File: config.mk
export PLATFORM = sky130hd
export DESIGN_NAME = anubis_stream_ctrl
export DESIGN_NICKNAME = d
export VERILOG_FILES = /design/src/rtl/anubis_pkg.sv /design/src/rtl/anubis_word_pack.sv /design/src/rtl/anubis_stream_ctrl.sv
export SDC_FILE = /design/constraint.sdc
export NUM_CORES = 1
export LEC_CHECK = 0
export CORE_MARGIN = 2
export CORE_UTILIZATION = 35
export CTS_BUF_LIST = sky130_fd_sc_hd__clkbuf_4
export CTS_CLUSTER_SIZE = 25
export DETAILED_ROUTE_END_ITERATION = 16
export PLACE_DENSITY_LB_ADDON = 0.12
export SKIP_LAST_GASP = 1
export SLEW_MARGIN = 10
export SYNTH_ARGS = -nofsm -noshare
export SYNTH_HDL_FRONTEND = slang
export SYNTH_SLANG_ARGS = --single-unit
File: constraint.sdc
create_clock -name clk -period 1.76 [get_ports clk]
set_input_delay 0.352 -clock clk [delete_from_list [all_inputs] [get_ports clk]]
set_output_delay 0.352 -clock clk [all_outputs]
set_load 0.005 [all_outputs]
File: src/rtl/anubis_pkg.sv
// rtl/anubis_pkg.sv - shared state encoding, command fields and word helper for the Anubis stream controller
package anubis_pkg;

    typedef enum logic [2:0] {
        ST_IDLE      = 3'd0,
        ST_LOAD_KEY  = 3'd1,
        ST_LOAD_DATA = 3'd2,
        ST_CORE_RST  = 3'd3,
        ST_CORE_RUN  = 3'd4,
        ST_SETTLE    = 3'd5,
        ST_SEND      = 3'd6
    } state_e;

    localparam int CMD_ENC_BIT     = 0;
    localparam int CMD_KEY_BIT     = 1;
    localparam int WORDS_PER_BLOCK = 4;
    localparam int WORD_W          = 32;
    localparam int BLOCK_W         = WORD_W * WORDS_PER_BLOCK;

    // Big-endian word select: index 0 is bits [127:96].
    function automatic logic [WORD_W-1:0] block_word(input logic [BLOCK_W-1:0] blk,
                                                     input logic [1:0]         idx);
        logic [WORD_W-1:0] w;
        case (idx)
            2'd0:    w = blk[127:96];
            2'd1:    w = blk[95:64];
            2'd2:    w = blk[63:32];
            default: w = blk[31:0];
        endcase
        return w;
    endfunction

endpackage

File: src/rtl/anubis_word_pack.sv
// rtl/anubis_word_pack.sv - 32->128 shift-in register with 2-bit word count and block-full pulse
import anubis_pkg::*;

module anubis_word_pack (
    input  logic                clk,
    input  logic                reset,
    input  logic                word_valid_i,
    input  logic [WORD_W-1:0]   word_i,
    output logic [BLOCK_W-1:0]  block_o,
    output logic                full_o
);

    logic [BLOCK_W-1:0] block_q;
    logic [1:0]         cnt_q;

    // Shifting left puts the first word of a block in the top lane.
    always_ff @(posedge clk) begin
        if (reset) begin
            block_q <= '0;
            cnt_q   <= 2'd0;
        end else if (word_valid_i) begin
            block_q <= {block_q[BLOCK_W-WORD_W-1:0], word_i};
            cnt_q   <= cnt_q + 2'd1;
        end
    end

    assign block_o = block_q;
    assign full_o  = word_valid_i && (cnt_q == 2'd3);

endmodule

File: src/rtl/anubis_stream_ctrl.sv
// rtl/anubis_stream_ctrl.sv - word-stream front/back end for the Anubis core; ANUBIS_WATCHDOG_EN adds a CORE_RUN timeout
import anubis_pkg::*;

module anubis_stream_ctrl #(
    parameter int RST_CYCLES     = 2,
    parameter int TIMEOUT_CYCLES = 1024
) (
    input  logic                clk,
    input  logic                reset,
    input  logic [31:0]         s_data,
    input  logic                s_valid,
    output logic                s_ready,
    output logic [31:0]         m_data,
    output logic                m_valid,
    input  logic                m_ready,
    output logic                m_last,
    output logic                busy,
    output logic                error,
    output logic                core_reset,
    output logic                core_encrypt,
    output logic [127:0]        core_plain_text,
    output logic [127:0]        core_key,
    input  logic [127:0]        core_cipher_text,
    input  logic                core_end_flag
);

    localparam int RST_CNT_W = (RST_CYCLES > 1) ? $clog2(RST_CYCLES) : 1;
    localparam logic [RST_CNT_W-1:0] RST_LAST = RST_CNT_W'(RST_CYCLES - 1);

    state_e                 state_q, state_d;
    logic                   enc_q, enc_d;
    logic [RST_CNT_W-1:0]   rst_cnt_q, rst_cnt_d;
    logic                   stale_q, stale_d;
    logic [1:0]             idx_q, idx_d;
    logic [127:0]           cipher_q, cipher_d;

    logic                   s_fire;
    logic                   key_full, data_full;
    logic                   end_hit;
    logic                   timeout;
    logic [127:0]           key_blk, data_blk;

    assign s_ready = !reset && ((state_q == ST_IDLE) || (state_q == ST_LOAD_KEY) ||
                                (state_q == ST_LOAD_DATA));
    assign s_fire  = s_valid && s_ready;

    anubis_word_pack u_key_pack (
        .clk          (clk),
        .reset        (reset),
        .word_valid_i (s_fire && (state_q == ST_LOAD_KEY)),
        .word_i       (s_data),
        .block_o      (key_blk),
        .full_o       (key_full)
    );

    anubis_word_pack u_data_pack (
        .clk          (clk),
        .reset        (reset),
        .word_valid_i (s_fire && (state_q == ST_LOAD_DATA)),
        .word_i       (s_data),
        .block_o      (data_blk),
        .full_o       (data_full)
    );

    // The first CORE_RUN cycle may still show end_flag from the previous block.
    assign end_hit = !stale_q && core_end_flag;

`ifdef ANUBIS_WATCHDOG_EN
    logic [31:0] wd_cnt_q;
    logic        error_q;

    assign timeout = (state_q == ST_CORE_RUN) && !end_hit &&
                     (wd_cnt_q == 32'(TIMEOUT_CYCLES - 1));

    always_ff @(posedge clk) begin
        if (reset) begin
            wd_cnt_q <= 32'd0;
            error_q  <= 1'b0;
        end else if (state_q == ST_CORE_RUN) begin
            wd_cnt_q <= timeout ? 32'd0 : wd_cnt_q + 32'd1;
            if (timeout) begin
                error_q <= 1'b1;
            end
        end else begin
            wd_cnt_q <= 32'd0;
        end
    end

    assign error = error_q;
`else
    assign timeout = 1'b0;
    assign error   = 1'b0;
`endif

    always_ff @(posedge clk) begin
        if (reset) begin
            state_q   <= ST_IDLE;
            enc_q     <= 1'b1;
            rst_cnt_q <= '0;
            stale_q   <= 1'b0;
            idx_q     <= 2'd0;
            cipher_q  <= '0;
        end else begin
            state_q   <= state_d;
            enc_q     <= enc_d;
            rst_cnt_q <= rst_cnt_d;
            stale_q   <= stale_d;
            idx_q     <= idx_d;
            cipher_q  <= cipher_d;
        end
    end

    always_comb begin
        state_d   = state_q;
        enc_d     = enc_q;
        rst_cnt_d = rst_cnt_q;
        stale_d   = stale_q;
        idx_d     = idx_q;
        cipher_d  = cipher_q;
        case (state_q)
            ST_IDLE: begin
                if (s_fire) begin
                    enc_d   = s_data[CMD_ENC_BIT];
                    state_d = s_data[CMD_KEY_BIT] ? ST_LOAD_KEY : ST_LOAD_DATA;
                end
            end
            ST_LOAD_KEY: begin
                if (key_full) begin
                    state_d = ST_LOAD_DATA;
                end
            end
            ST_LOAD_DATA: begin
                if (data_full) begin
                    state_d   = ST_CORE_RST;
                    rst_cnt_d = '0;
                end
            end
            ST_CORE_RST: begin
                if (rst_cnt_q == RST_LAST) begin
                    state_d = ST_CORE_RUN;
                    stale_d = 1'b1;
                end else begin
                    rst_cnt_d = rst_cnt_q + 1'b1;
                end
            end
            ST_CORE_RUN: begin
                stale_d = 1'b0;
                if (end_hit) begin
                    state_d = ST_SETTLE;
                end else if (timeout) begin
                    state_d = ST_IDLE;
                end
            end
            ST_SETTLE: begin
                cipher_d = core_cipher_text;
                idx_d    = 2'd0;
                state_d  = ST_SEND;
            end
            ST_SEND: begin
                if (m_ready) begin
                    idx_d = idx_q + 2'd1;
                    if (idx_q == 2'd3) begin
                        state_d = ST_IDLE;
                    end
                end
            end
            default: state_d = ST_IDLE;
        endcase
    end

    assign m_valid         = (state_q == ST_SEND);
    assign m_last          = m_valid && (idx_q == 2'd3);
    assign m_data          = block_word(cipher_q, idx_q);
    assign busy            = (state_q != ST_IDLE);
    // The core is only released while it is computing or being sampled.
    assign core_reset      = !((state_q == ST_CORE_RUN) || (state_q == ST_SETTLE));
    assign core_encrypt    = enc_q;
    assign core_key        = key_blk;
    assign core_plain_text = data_blk;

endmodule

Yosys cells after proc, flatten, opt, wreduce, memory -nomap -nowiden
Index checks and enable logic that the tools add are counted.
{ "word_totals": {"register_bits": 396, "inputBits": 165, "out_inout_bits": 295} }
{ "classes": {"n_addsub": 4, "eq_ne": 18, "muxes": 17, "n_reduce_logical": 25} }
{ "op_table": {"columns": ["op", "n"], "rows": [
  ["case mux 32 bit (3 select lines)", 1],
  ["two-way mux 3 bit", 7],
  ["case mux 3 bit (7 select lines)", 1],
  ["!= test 2 bit (second input constant)", 5],
  ["equality test 3 bit (second input constant)", 3],
  ["equality test 2 bit (second input constant)", 4],
  ["logical AND 1 bit", 8],
  ["AND reduction 2 bit", 4],
  ["AND reduction 7 bit", 1],
  ["adder 2 x 1 -> 2 bit (second input constant)", 3],
  ["equality test 3 x 2 -> 1 bit (second input constant)", 2],
  ["nonzero test 2 bit", 3],
  ["two-way mux 2 bit", 2],
  ["!= test 2 x 1 -> 1 bit (second input constant)", 2],
  ["case mux 1 bit (2 select lines)", 2],
  ["case mux 2 bit (2 select lines)", 1],
  ["equality test 3 x 1 -> 1 bit (second input constant)", 1],
  ["logical NOT 1 bit", 3],
  ["logical NOT 3 bit", 1],
  ["logical OR 1 bit", 3],
  ["two-way mux 1 bit", 3],
  ["nonzero test 3 bit", 1],
  ["equality test 2 x 1 -> 1 bit (second input constant)", 1],
  ["logical NOT 2 bit", 1],
  ["adder 1 bit (second input constant)", 1]
]} }

Depth between registers and ports, before layout
Gate-level depths: netlist (run 1).
{ "depth": {"word_depth": 9, "depth_mapped": 8, "ltp_nobuf": 5} }

Hierarchy
Synthesis (run 1) repeated with hierarchy kept, for this count alone.
{ "unflattened": {"cells_unflattened": 1577, "hier_area_um2": 15088.2} }
{ "by_module_without_submodules": {"columns": ["mod", "n_inst", "cells_per_inst", "area_per_inst_um2"], "rows": [
  ["anubis_word_pack", 2, 421, 4613.2],
  ["anubis_stream_ctrl", 1, 735, 5861.9]
]} }

Worst setup path after synthesis (run 1)
Ideal clock, no wire load.
{ "synth_timing": {"kind": "register -> output", "startpoint": "register idx_q[0]", "endpoint": "output m_data[0]", "arrival_time_ps": 1489, "slack_ps": -81, "path_stages_with_launch": 5, "n_path_buf": 2, "path_cell_list": "dfxtp_1 > ha_1 > clkbuf_1 > buf_1 > mux2i_1"} }
{ "synth_between": {"elab_chain_cells": 2} }
{ "synth_rtl": {"columns": ["element", "line", "text"], "rows": [
  ["start: declaration", "anubis_stream_ctrl.sv:34", "logic [1:0] idx_q, idx_d;"],
  ["start signal: assignment", "anubis_stream_ctrl.sv:108", "idx_q <= idx_d;"],
  ["equality test 2 bit, or another cell as far along", "anubis_pkg.sv:24", "case (idx)"],
  ["case mux 32 bit (3 select lines) *", "anubis_pkg.sv:24", null],
  ["end: declaration", "anubis_stream_ctrl.sv:13", "output logic [31:0] m_data,"]
]} }
Mark *: on every way between the ends. The rest lies on a longest branch, timed or not.

Worst setup path in the final report (run 1)
{ "layout_timing": {"startpoint": "register idx_q[1]", "endpoint": "output m_data[2]"} }
Same word-level chain as after synthesis.

==> flow_results.xml, run 1 <==
<?xml version="1.0" encoding="UTF-8"?>
<metrics>
  <group name="clocking">
    <metric name="max-clock-path-buffers" unit="">3</metric>
    <metric name="numClockSinks" unit="">396</metric>
    <metric name="ctsRootBufferMaster" unit="">clkbuf_4</metric>
    <metric name="tritoncts" unit="">done</metric>
    <metric name="clk_latency" unit="ps">800</metric>
    <metric name="cts_max_level" unit="">3</metric>
    <metric name="cts_made_buffers" unit="">106</metric>
    <metric name="clk_pin_slew" unit="ps">60</metric>
  </group>
  <group name="global_routing">
    <metric name="grt_pass1_wl" unit="mm">82.02</metric>
    <metric name="gr-total-overflow" unit="">0</metric>
    <metric name="antenna_found_initial" unit="">6</metric>
    <metric name="first_global_vias" unit="">14441</metric>
    <metric name="pin_count_of_the_biggest_net_entering_global_routing" unit="">184</metric>
    <metric name="grt_use_total" unit="">0.2382</metric>
  </group>
  <group name="drt">
    <metric name="routed_wirelength" unit="mm">61.88</metric>
    <metric name="vias" unit="">15974</metric>
    <metric name="first_pass_drt_iterations" unit="">6</metric>
    <metric name="post_drt_wl_per_cell" unit="µm">19.63</metric>
    <metric name="route.detailed.vias_per_inst" unit="">5.068</metric>
    <metric name="final_antenna_net_count" unit="">0</metric>
    <metric name="drc" unit="">0</metric>
    <metric name="dr.first_iter.drc_count" unit="">1245</metric>
  </group>
  <group name="synthesis">
    <metric name="ys_seq_elements" unit="">396</metric>
    <metric name="synth.yosys.seq_area_share" unit="">0.5419</metric>
    <metric name="synth_cell_type_count" unit="">41</metric>
    <metric name="synth.top_cell.area_share" unit="">0.5419</metric>
    <metric name="postSynthNetCount" unit="">2037</metric>
    <metric name="synth_enable_flop_cells" unit="">0</metric>
    <metric name="synthMuxAreaShare" unit="">0.02335</metric>
    <metric name="yosysWarningCount" unit="">0</metric>
    <metric name="synthSimpleGateAreaFrac" unit="">0.2120</metric>
    <metric name="synth.cell_area" unit="µm²">14630</metric>
    <metric name="yosys.area_share.xor_xnor" unit="">0.001197</metric>
    <metric name="netlist_top_cells_area" unit="">dfxtp_1 54%, nand2_1 20%, a21oi_1 13%</metric>
    <metric name="count_leader_synth" unit="">nand2_1</metric>
    <metric name="synth_top_cell_by_area" unit="">dfxtp_1</metric>
    <metric name="synth_common_cells" unit="">777 x nand2_1, 396 x dfxtp_1, 390 x a21oi_1</metric>
    <metric name="post_synth_fa_ha_maj_area_fraction" unit="">0.005132</metric>
    <metric name="largest_family_of_logic_cells_by_synthesized_area" unit="">simple AND/OR/NAND/NOR gates</metric>
    <metric name="synth_compound_gate_area_share" unit="">0.1617</metric>
    <metric name="synth-async-reset-ratio" unit="">0</metric>
    <metric name="synth_ff_type" unit="">dfxtp_1</metric>
    <metric name="synthCells" unit="">1866</metric>
    <metric name="synthesis.area_per_instance" unit="µm²">7.840</metric>
  </group>
  <group name="flow_run">
    <metric name="maxCapViolations" unit="">0</metric>
  </group>
  <group name="critical_path">
    <metric name="crit_path_max_fanout" unit="">7</metric>
    <metric name="critical_path.startpoint" unit="">idx_q[1]</metric>
    <metric name="crit_path_end_kind" unit="">output port</metric>
    <metric name="critical_path_class" unit="">flop to output port</metric>
    <metric name="critPathLaunchType" unit="">flop</metric>
    <metric name="ff2ff_setup_slack" unit="ps">-170</metric>
    <metric name="critical_path_arrival" unit="ps">2280</metric>
    <metric name="worst_ep_required_time" unit="ps">1410</metric>
    <metric name="rr_worst_depth" unit="">10</metric>
    <metric name="regToRegEndpoint" unit="">u_data_pack.cnt_q[0]</metric>
    <metric name="reg2reg_from" unit="">state_q[2]</metric>
  </group>
  <group name="sta">
    <metric name="max_slew.worst_pin.slew" unit="ps">1152</metric>
    <metric name="slew-limit-headroom" unit="">0.2319</metric>
    <metric name="clock_skew" unit="ps">37.94</metric>
    <metric name="max_freq" unit="MHz">379.5</metric>
    <metric name="finalWorstPathRequiredPeriod" unit="ps">2635</metric>
    <metric name="timing.final.hold_violations" unit="">0</metric>
    <metric name="period_share" unit="">1.497</metric>
    <metric name="tns" unit="ps">-37800</metric>
    <metric name="hold_ws" unit="ps">103.6</metric>
    <metric name="timing.final.ws_setup" unit="ps">-875.1</metric>
    <metric name="finalSetupViolations" unit="">184</metric>
    <metric name="slew_viol_final" unit="">0</metric>
    <metric name="rsz0062_at_grt" unit="">true</metric>
  </group>
  <group name="cells_and_area">
    <metric name="area_growth_syn_to_layout" unit="%">67.29</metric>
    <metric name="multi_input_area" unit="µm²">7614</metric>
    <metric name="finish.cell_count_without_fillers" unit="">3152</metric>
    <metric name="final.fill_count" unit="">3618</metric>
    <metric name="final-seq-area" unit="µm²">8237</metric>
    <metric name="drive_gt1_frac" unit="">0.4656</metric>
    <metric name="nets" unit="">2706</metric>
  </group>
  <group name="placed_design">
    <metric name="placed_cells" unit="">2758</metric>
    <metric name="port_buffers" unit="">458</metric>
    <metric name="finalWeightedCongestion" unit="">0.8266</metric>
    <metric name="hpwl_after_detailed_placement" unit="mm">34.04</metric>
  </group>
  <group name="floorplanning">
    <metric name="floorplan.initialDensity" unit="">0.3567</metric>
    <metric name="die_x" unit="µm">208.4</metric>
    <metric name="fp.coreArea" unit="µm²">41020</metric>
    <metric name="core.rowCount" unit="">74</metric>
    <metric name="chipHeight" unit="µm">208.4</metric>
    <metric name="io_pins" unit="">460</metric>
    <metric name="area_of_the_die" unit="µm²">43450</metric>
  </group>
  <group name="pwr">
    <metric name="total_power" unit="mW">18.36</metric>
    <metric name="cellLeakagePower" unit="nW">9.739</metric>
    <metric name="max-vdd-ir-drop" unit="µV">583.7</metric>
    <metric name="power_density" unit="nW/µm²">750.1</metric>
  </group>
  <group name="worst_hold_path">
    <metric name="hold_path_class" unit="">input pin to flop</metric>
    <metric name="hold_worst_path_end" unit="">cipher_q[73]</metric>
    <metric name="min_path_cells" unit="">3</metric>
    <metric name="worst_hold_startpoint" unit="">core_cipher_text[73]</metric>
  </group>
  <group name="status">
    <metric name="failed_checks" unit="">negative setup slack</metric>
    <metric name="run_status" unit="">finished, violations left</metric>
  </group>
</metrics>
-- per-layer routing --
layer,vias up,GRT usage,wire length [µm]
li1,7525,-,-
met1,7600,0.3306,26470
met2,715,0.3483,27840
met3,132,0.07381,5573
met4,2,0.08311,1977
met5,-,0,13
-- power by group --
part	internal, mW	switching (mW)
Sequential	8.98	0.0338
Combinational	0.682	0.647
Clock	4.12	3.90
-- worst max-delay path, stage by stage, from the launching register on --
cell	delay, ps
dfxtp_2	330
buf_6	120
ha_4	230
buf_16	170
a222oi_1	340
mux2i_1	150
buf_2	160
-- logic make-up (layout without fill, tap and decap cells) --
group | after synthesis | after routing
mux | 34 | 34
xor+xnor | 2 | 2
other cells | 1 | 7
compound gates | 433 | 433
flops | 396 | 396
simple gates | 808 | 809
buf+inv | 186 | 933
fa+ha+maj | 6 | 6
-- cell type report --
type                       count  area share
clock inverter                27    0.004192
timing repair buffer         708      0.2653
inverter                      38    0.005931
clock buffer                 160     0.04908
tap                          532     0.02720
antenna                        6   0.0006135
multi-input combinational   1285      0.3111
sequential                   396      0.3366
-- per-stage QoR --
stage / worst slack, ps / cell area [µm²] / util
3_3_place_gp: -392.3 / 19940 / 0.4861
3_5_place_dp: -460.0 / 19940 / 0.4861
5_1_grt: -1064 / 24470 / 0.5966
6_report: -875.1 / 24470 / 0.5966
2_1_floorplan: 98.09 / 14630 / -
4_1_cts: -983.6 / 21860 / 0.5329
-- worst max path at each step --
| stage | endpoint | slack, ps |
|---|---|---|
| after global placement | m_data[27] | -390 |
| after CTS | m_data[22] | -980 |
| final | m_data[2] | -880 |
| after floorplan | state_q[1] | 100 |
| after detailed placement | m_data[16] | -460 |
| after global routing | m_data[19] | -1060 |
-- repair_timing --
| action | 4_1_cts | 5_1_grt |
|---|---|---|
| pin swaps | 38 | 263 |
| setup endpoints to repair | 296 | 310 |
| hold endpoints to repair | 1 | 0 |
| gates resized for setup | 1190 | 593 |
| buffers inserted | 109 | 49 |
| gates cloned | 4 | 44 |
| hold buffers | 1 | 0 |
-- flip-flops by register name, summed over array words and instances, names as in the netlist --
signal               cells
cipher_q               128
state_q                  3
idx_q                    2
u_key_pack.block_o     128
u_key_pack.cnt_q         2
u_data_pack.block_o    128
rst_cnt_q                1
core_encrypt             1
stale_q                  1
u_data_pack.cnt_q        2
-- cell usage in the layout (no fill, tap or decap), drive strengths merged, types with 2 or more instances in the layout --
| master | Yosys | final |
|---|---|---|
| nor2 | 5 | 5 |
| clkdlybuf4s50 | 0 | 163 |
| buf | 54 | 411 |
| nand2b | 2 | 2 |
| o21ai | 3 | 3 |
| clkdlybuf4s15 | 0 | 55 |
| clkinv | 0 | 24 |
| xnor2 | 2 | 2 |
| nor2b | 2 | 2 |
| ha | 6 | 6 |
| inv | 38 | 41 |
| mux2i | 33 | 33 |
| a222oi | 32 | 32 |
| diode | 0 | 6 |
| nand2 | 777 | 777 |
| clkbuf | 94 | 238 |
| dfxtp | 396 | 396 |
| and3 | 3 | 4 |
| or2 | 2 | 2 |
| nand3 | 9 | 9 |
| a21oi | 390 | 390 |
Note: power is estimated with default switching activity, not from simulation.
==> run 2, diff against run 1 <==
Clock period 1.76 ns to 2.8 ns, I/O delays scaled along.
==> run 2 against run 1 <==
The flow still finishes with violations (negative setup slack). Via count decreased by 10%. Design area down 13%. Critical endpoint is now m_data[23]. Sequential cell count is the same. Sequential power decreased by 37%. Wire length is 18% lower. Global-route usage decreased by 1.1 points. Setup slack improved by 770 ps. Register-to-register slack gained 950 ps. Sequential share of layout area up 3.8 points.
==> flow_results.xml, run 2 (synthesis results as in run 1) <==
<?xml version="1.0" encoding="UTF-8"?>
<metrics>
  <group name="sta">
    <metric name="slew-limit-headroom" unit="">0.2798</metric>
    <metric name="period_share" unit="">1.037</metric>
    <metric name="max_slew.worst_pin.slew" unit="ps">1080</metric>
    <metric name="slew_viol_final" unit="">0</metric>
    <metric name="finalSetupViolations" unit="">10</metric>
    <metric name="finalWorstPathRequiredPeriod" unit="ps">2905</metric>
    <metric name="clock_skew" unit="ps">48.13</metric>
    <metric name="timing.final.hold_violations" unit="">0</metric>
    <metric name="timing.final.ws_setup" unit="ps">-104.7</metric>
    <metric name="max_freq" unit="MHz">344.3</metric>
    <metric name="rsz0062_at_grt" unit="">true</metric>
    <metric name="tns" unit="ps">-473.6</metric>
  </group>
  <group name="global_routing">
    <metric name="first_global_vias" unit="">13608</metric>
    <metric name="grt_use_total" unit="">0.2270</metric>
    <metric name="met3_routing_resource_usage_after_global_routing" unit="">0.07064</metric>
    <metric name="gr-total-overflow" unit="">0</metric>
    <metric name="grt_pass1_wl" unit="mm">78.27</metric>
    <metric name="antenna_found_initial" unit="">1</metric>
    <metric name="pin_count_of_the_biggest_net_entering_global_routing" unit="">161</metric>
    <metric name="globalRouteMet2Util" unit="">0.3386</metric>
    <metric name="grt.busiest_layer" unit="">met2</metric>
    <metric name="grtUsageMet1" unit="">0.3136</metric>
  </group>
  <group name="drt">
    <metric name="vias" unit="">14311</metric>
    <metric name="post_drt_wl_per_cell" unit="µm">17.24</metric>
    <metric name="route.detailed.vias_per_inst" unit="">4.866</metric>
    <metric name="routed_wirelength" unit="mm">50.70</metric>
    <metric name="drc" unit="">0</metric>
    <metric name="first_pass_drt_iterations" unit="">6</metric>
    <metric name="final_antenna_net_count" unit="">0</metric>
    <metric name="dr.first_iter.drc_count" unit="">1158</metric>
  </group>
  <group name="placed_design">
    <metric name="place_worst_setup_slack" unit="ps">297.2</metric>
    <metric name="port_buffers" unit="">458</metric>
    <metric name="finalWeightedCongestion" unit="">0.7973</metric>
    <metric name="hpwl_after_detailed_placement" unit="mm">32.91</metric>
    <metric name="placed_cells" unit="">2730</metric>
    <metric name="detailed_place.area" unit="µm²">19670</metric>
  </group>
  <group name="cells_and_area">
    <metric name="most_common_cell_after_layout_fill_and_taps_aside" unit="">nand2_1</metric>
    <metric name="finish.cell_count_without_fillers" unit="">2941</metric>
    <metric name="area_growth_syn_to_layout" unit="%">45.11</metric>
    <metric name="layout.cells.most_common_list" unit="">777 x nand2_1, 423 x clkdlybuf4s50_1, 391 x dfxtp_1</metric>
    <metric name="drive_gt1_frac" unit="">0.1076</metric>
    <metric name="final_util" unit="">0.5175</metric>
    <metric name="nets" unit="">2499</metric>
    <metric name="final_cell_area" unit="µm²">21230</metric>
  </group>
  <group name="critical_path">
    <metric name="reg2reg_from" unit="">idx_q[0]</metric>
    <metric name="crit_chain" unit="">buf_6 -&gt; ha_4 -&gt; buf_12 -&gt; buf_16 -&gt; a222oi_1 -&gt; mux2i_1 -&gt; buf_2</metric>
    <metric name="rr_worst_depth" unit="">9</metric>
    <metric name="ff2ff_setup_slack" unit="ps">780</metric>
    <metric name="setup.worst_path.end" unit="">m_data[23]</metric>
    <metric name="crit_cells" unit="">7</metric>
    <metric name="crit_path_end_kind" unit="">output port</metric>
    <metric name="worst_ep_required_time" unit="ps">2240</metric>
    <metric name="critPathLaunchType" unit="">flop</metric>
    <metric name="cpPeakStageDelay" unit="ps">360</metric>
    <metric name="cp_num_buf_inv" unit="">4</metric>
    <metric name="critical_path.startpoint" unit="">idx_q[0]</metric>
    <metric name="crit_path_max_fanout" unit="">8</metric>
    <metric name="timing.critical_path.slowest_stage_cell" unit="">dfxtp_4</metric>
    <metric name="path_delay_family" unit="">buffers and inverters</metric>
    <metric name="regToRegEndpoint" unit="">state_q[1]</metric>
    <metric name="critical_path_class" unit="">flop to output port</metric>
    <metric name="critical_path_arrival" unit="ps">2340</metric>
  </group>
  <group name="floorplanning">
    <metric name="fp.coreArea" unit="µm²">41020</metric>
    <metric name="chipHeight" unit="µm">208.4</metric>
    <metric name="area_of_the_die" unit="µm²">43450</metric>
    <metric name="core.rowCount" unit="">74</metric>
    <metric name="floorplan.initialDensity" unit="">0.3567</metric>
    <metric name="io_pins" unit="">460</metric>
    <metric name="die_x" unit="µm">208.4</metric>
  </group>
  <group name="clocking">
    <metric name="max-clock-path-buffers" unit="">3</metric>
    <metric name="clk_latency" unit="ps">810</metric>
    <metric name="cts_max_level" unit="">3</metric>
    <metric name="numClockSinks" unit="">396</metric>
    <metric name="tritoncts" unit="">done</metric>
    <metric name="clk_pin_slew" unit="ps">60</metric>
    <metric name="cts_made_buffers" unit="">109</metric>
    <metric name="ctsRootBufferMaster" unit="">clkbuf_4</metric>
    <metric name="cts_hold_repair.buffers" unit="">0</metric>
  </group>
  <group name="status">
    <metric name="failed_checks" unit="">negative setup slack</metric>
    <metric name="run_status" unit="">finished, violations left</metric>
  </group>
  <group name="worst_hold_path">
    <metric name="hold_path_class" unit="">input pin to flop</metric>
  </group>
  <group name="pwr">
    <metric name="power_density" unit="nW/µm²">536.5</metric>
    <metric name="cellLeakagePower" unit="nW">7.077</metric>
    <metric name="max-vdd-ir-drop" unit="µV">250.0</metric>
  </group>
  <group name="flow_run">
    <metric name="maxCapViolations" unit="">0</metric>
  </group>
</metrics>
==> run 2: cell types whose count changed in the layout (fill, tap and decap cells not counted), sizes merged, moves of 2 or more <==
cell and change:
clkbuf -81, clkdlybuf4s15 -55, buf -337, diode -4, bufinv +2, clkinv +5, clkdlybuf4s50 +260
==> run 2: cell type report <==
cell class	instances	area (µm²)
fill	3968	19790
clock inverter	33	178.9
inverter	38	147.6
multi-input combinational	1284	6017
tap	532	665.6
clock buffer	157	1179
antenna	2	5.005
sequential	396	7944
timing repair buffer	499	5091
==> run 2: worst min-delay path by stage <==
stage / slack [ps] / end / cells past startpoint / startpoint
2_1_floorplan: 440 / cipher_q[64] / 2 / cipher_q[64]
3_3_place_gp: 440 / cipher_q[35] / 2 / cipher_q[35]
3_5_place_dp: 450 / u_data_pack.block_o[120] / 2 / u_data_pack.block_o[120]
4_1_cts: 50 / rst_cnt_q / 2 / reset
5_1_grt: 80 / rst_cnt_q / 2 / reset
6_report: 140 / rst_cnt_q / 2 / reset
==> run 2: report_power, final <==
| part | switching, mW | internal, mW | leakage [nW] |
|---|---|---|---|
| Clock | 2.41 | 2.73 | 0.809 |
| Combinational | 0.271 | 0.288 | 3.07 |
| Sequential | 0.0285 | 5.65 | 3.19 |
==> run 2: worst reg2reg max path: cells and delay by family (launching register included) <==
| kind | cells | cell delay (ps) |
|---|---|---|
| buffers and inverters | 4 | 470 |
| DFF | 1 | 370 |
| adders and majority gates | 1 | 150 |
| and+or+nand+nor | 2 | 310 |
| AOI/OAI and AO/OA | 2 | 610 |
==> run 2: stage by stage <==
step / hold slack [ps] / power [mW]
2_1_floorplan: 435.7 / 5.994
3_3_place_gp: 441.1 / 6.368
3_5_place_dp: 446.1 / 6.367
4_1_cts: 47.92 / 11.57
5_1_grt: 84.98 / 11.90
6_report: 140.6 / 11.39
==> run 2: layer usage <==
layer / vias up / routed length (µm)
li1: 7085 / -
met1: 6652 / 23600
met2: 505 / 22220
met3: 69 / 3959
met4: 0 / 918
met5: - / 0
==> run 2: timing repair <==
action,CTS,global route
resized for setup,159,2
pin swaps,32,9
gates cloned,6,0
setup buffers,13,2
setup endpoints to repair,37,33
==> run 3, diff against run 2 <==
--- a/config.mk
+++ b/config.mk
@@ -7,5 +7,5 @@
 export LEC_CHECK = 0
 export CORE_MARGIN = 2
-export CORE_UTILIZATION = 35
+export CORE_UTILIZATION = 45
 export CTS_BUF_LIST = sky130_fd_sc_hd__clkbuf_4
 export CTS_CLUSTER_SIZE = 25
==> constraint.sdc (replaced) <==
create_clock -name clk -period 3.12 [get_ports clk]
set_input_delay 0.78 -clock clk [delete_from_list [all_inputs] [get_ports clk]]
set_output_delay 0.78 -clock clk [all_outputs]
set_load 0.005 [all_outputs]
==> run 3 against run 2 <==
The flow now finishes without violations. Setup slack better by 220 ps. Die area down 22%. Sequential cell count unchanged. Design area down 1.5%. Clock power down 16%. Sequential share of layout area up 0.55 points.
==> flow_results.xml, run 3 (synthesis results as in run 1) <==
<?xml version="1.0" encoding="UTF-8"?>
<metrics>
  <group name="pwr">
    <metric name="max-vdd-ir-drop" unit="µV">269.4</metric>
    <metric name="cellLeakagePower" unit="nW">6.923</metric>
    <metric name="power_density" unit="nW/µm²">475.8</metric>
  </group>
  <group name="clocking">
    <metric name="numClockSinks" unit="">396</metric>
    <metric name="clk_pin_slew" unit="ps">60</metric>
    <metric name="max-clock-path-buffers" unit="">3</metric>
    <metric name="ctsRootBufferMaster" unit="">clkbuf_4</metric>
    <metric name="clk_latency" unit="ps">720</metric>
    <metric name="cts_max_level" unit="">3</metric>
    <metric name="cts_hold_repair.buffers" unit="">0</metric>
    <metric name="cts_made_buffers" unit="">102</metric>
    <metric name="tritoncts" unit="">done</metric>
  </group>
  <group name="cells_and_area">
    <metric name="final_cell_area" unit="µm²">20910</metric>
    <metric name="layout.cells.most_common_list" unit="">777 x nand2_1, 425 x clkdlybuf4s50_1, 392 x dfxtp_1</metric>
    <metric name="area_growth_syn_to_layout" unit="%">42.91</metric>
    <metric name="nets" unit="">2483</metric>
    <metric name="most_common_cell_after_layout_fill_and_taps_aside" unit="">nand2_1</metric>
    <metric name="drive_gt1_frac" unit="">0.09642</metric>
  </group>
  <group name="floorplanning">
    <metric name="core.rowCount" unit="">66</metric>
    <metric name="area_of_the_die" unit="µm²">33970</metric>
    <metric name="fp.coreArea" unit="µm²">32290</metric>
    <metric name="floorplan.initialDensity" unit="">0.4531</metric>
    <metric name="io_pins" unit="">460</metric>
    <metric name="die_x" unit="µm">184.3</metric>
    <metric name="chipHeight" unit="µm">184.3</metric>
  </group>
  <group name="critical_path">
    <metric name="critPathLaunchType" unit="">flop</metric>
    <metric name="critical_path_class" unit="">flop to output port</metric>
    <metric name="cpPeakStageDelay" unit="ps">370</metric>
    <metric name="timing.critical_path.slowest_stage_cell" unit="">dfxtp_4</metric>
    <metric name="crit_path_end_kind" unit="">output port</metric>
    <metric name="crit_chain" unit="">inv_2 -&gt; ha_4 -&gt; buf_12 -&gt; a222oi_1 -&gt; mux2i_1 -&gt; dlygate4sd2_1</metric>
    <metric name="cp_num_buf_inv" unit="">3</metric>
    <metric name="crit_path_max_fanout" unit="">16</metric>
    <metric name="critical_path_arrival" unit="ps">2230</metric>
    <metric name="worst_ep_required_time" unit="ps">2340</metric>
    <metric name="path_delay_family" unit="">buffers and inverters</metric>
    <metric name="ff2ff_setup_slack" unit="ps">1070</metric>
  </group>
  <group name="drt">
    <metric name="post_drt_wl_per_cell" unit="µm">16.35</metric>
    <metric name="dr.first_iter.drc_count" unit="">1215</metric>
    <metric name="final_antenna_net_count" unit="">0</metric>
    <metric name="routed_wirelength" unit="mm">46.21</metric>
    <metric name="route.detailed.vias_per_inst" unit="">5.009</metric>
    <metric name="first_pass_drt_iterations" unit="">7</metric>
    <metric name="vias" unit="">14156</metric>
    <metric name="drc" unit="">0</metric>
  </group>
  <group name="sta">
    <metric name="finalSetupViolations" unit="">0</metric>
    <metric name="clock_skew" unit="ps">35.71</metric>
    <metric name="timing.final.hold_violations" unit="">0</metric>
    <metric name="slew_viol_final" unit="">0</metric>
    <metric name="slew-limit-headroom" unit="">0.1980</metric>
    <metric name="timing.final.ws_setup" unit="ps">112.0</metric>
    <metric name="max_freq" unit="MHz">332.4</metric>
    <metric name="period_share" unit="">0.9641</metric>
    <metric name="rsz0062_at_grt" unit="">true</metric>
    <metric name="finalWorstPathRequiredPeriod" unit="ps">3008</metric>
    <metric name="max_slew.worst_pin.slew" unit="ps">1203</metric>
  </group>
  <group name="global_routing">
    <metric name="first_global_vias" unit="">13141</metric>
    <metric name="grt_pass1_wl" unit="mm">70.46</metric>
    <metric name="antenna_found_initial" unit="">9</metric>
    <metric name="gr-total-overflow" unit="">0</metric>
    <metric name="grt_use_total" unit="">0.2613</metric>
    <metric name="pin_count_of_the_biggest_net_entering_global_routing" unit="">255</metric>
  </group>
  <group name="placed_design">
    <metric name="detailed_place.area" unit="µm²">19480</metric>
    <metric name="hpwl_after_detailed_placement" unit="mm">30.71</metric>
    <metric name="place_worst_setup_slack" unit="ps">311.4</metric>
    <metric name="port_buffers" unit="">458</metric>
    <metric name="finalWeightedCongestion" unit="">0.8049</metric>
  </group>
  <group name="status">
    <metric name="run_status" unit="">completed</metric>
  </group>
  <group name="flow_run">
    <metric name="maxCapViolations" unit="">0</metric>
  </group>
  <group name="worst_hold_path">
    <metric name="hold_path_class" unit="">flop to flop</metric>
  </group>
</metrics>
## run 3: changes by cell type in the layout (fill, tap and decap cells not counted), moves of 3 or more
cell	before	now
buf_12	19	14
buf_16	5	2
buf_2	32	9
clkbuf_2	0	8
clkbuf_4	157	154
clkdlybuf4s15_1	0	8
clkinv_1	27	10
diode_2	2	9
dlygate4sd2_1	1	7
## run 3: where the power goes
group	internal (mW)	leakage (nW)	total (mW)	switching (mW)
Combinational	0.261	2.97	0.497	0.236
Clock	2.38	0.757	4.35	1.97
Sequential	5.07	3.19	5.10	0.0245
## run 3: through the flow
step           hold slack (ps)  total power [mW]  utilization  setup TNS, ps  cells
2_1_floorplan            435.7             5.379            -              0   1866
3_3_place_gp             440.0             5.700       0.6033              0   2640
3_5_place_dp             446.9             5.701       0.6033              0   2640
4_1_cts                  454.8             10.08       0.6459         -159.9   2811
5_1_grt                  459.6             10.40       0.6475         -136.7   2826
6_report                 453.8             9.947       0.6475              0   2826
## run 3: metal layers
metal	GRT usage	vias to the layer above	routed length [µm]
met2	0.4002	579	21120
met1	0.3405	6458	19880
li1	-	7046	-
met4	0.1117	0	1158
met3	0.08081	73	4044
met5	0	-	0
## run 3: worst paths after layout
kind | start | endpoint | cells after the start
worst min-delay path | cipher_q[39] | cipher_q[39] | 2
worst min register to register | cipher_q[39] | cipher_q[39] | 2
worst max-delay path | idx_q[1] | m_data[6] | 6
worst max register to register | idx_q[0] | state_q[1] | 7
## run 3: tightest hold or removal path: cells and delay by family, from the launching register on
family	cells	cell delay, ps
AND/OR/NAND/NOR	1	50
flip-flops	1	310
AO/OA/AOI/OAI	1	50
## run 3: final cells by class
class                      instances  area [µm²]
antenna                            9       22.52
timing repair buffer             490        4987
fill                            2890       11380
clock inverter                    13       101.3
tap                              442       553.0
inverter                          38       146.4
clock buffer                     154        1156
multi-input combinational       1284        6002
sequential                       396        7938
## run 3: what timing repair did
item,CTS,global route
setup endpoints to repair,34,30
gates resized for setup,82,34
setup buffers,2,5
gates cloned,2,1
pin swaps,28,20
hold endpoints to repair,0,0
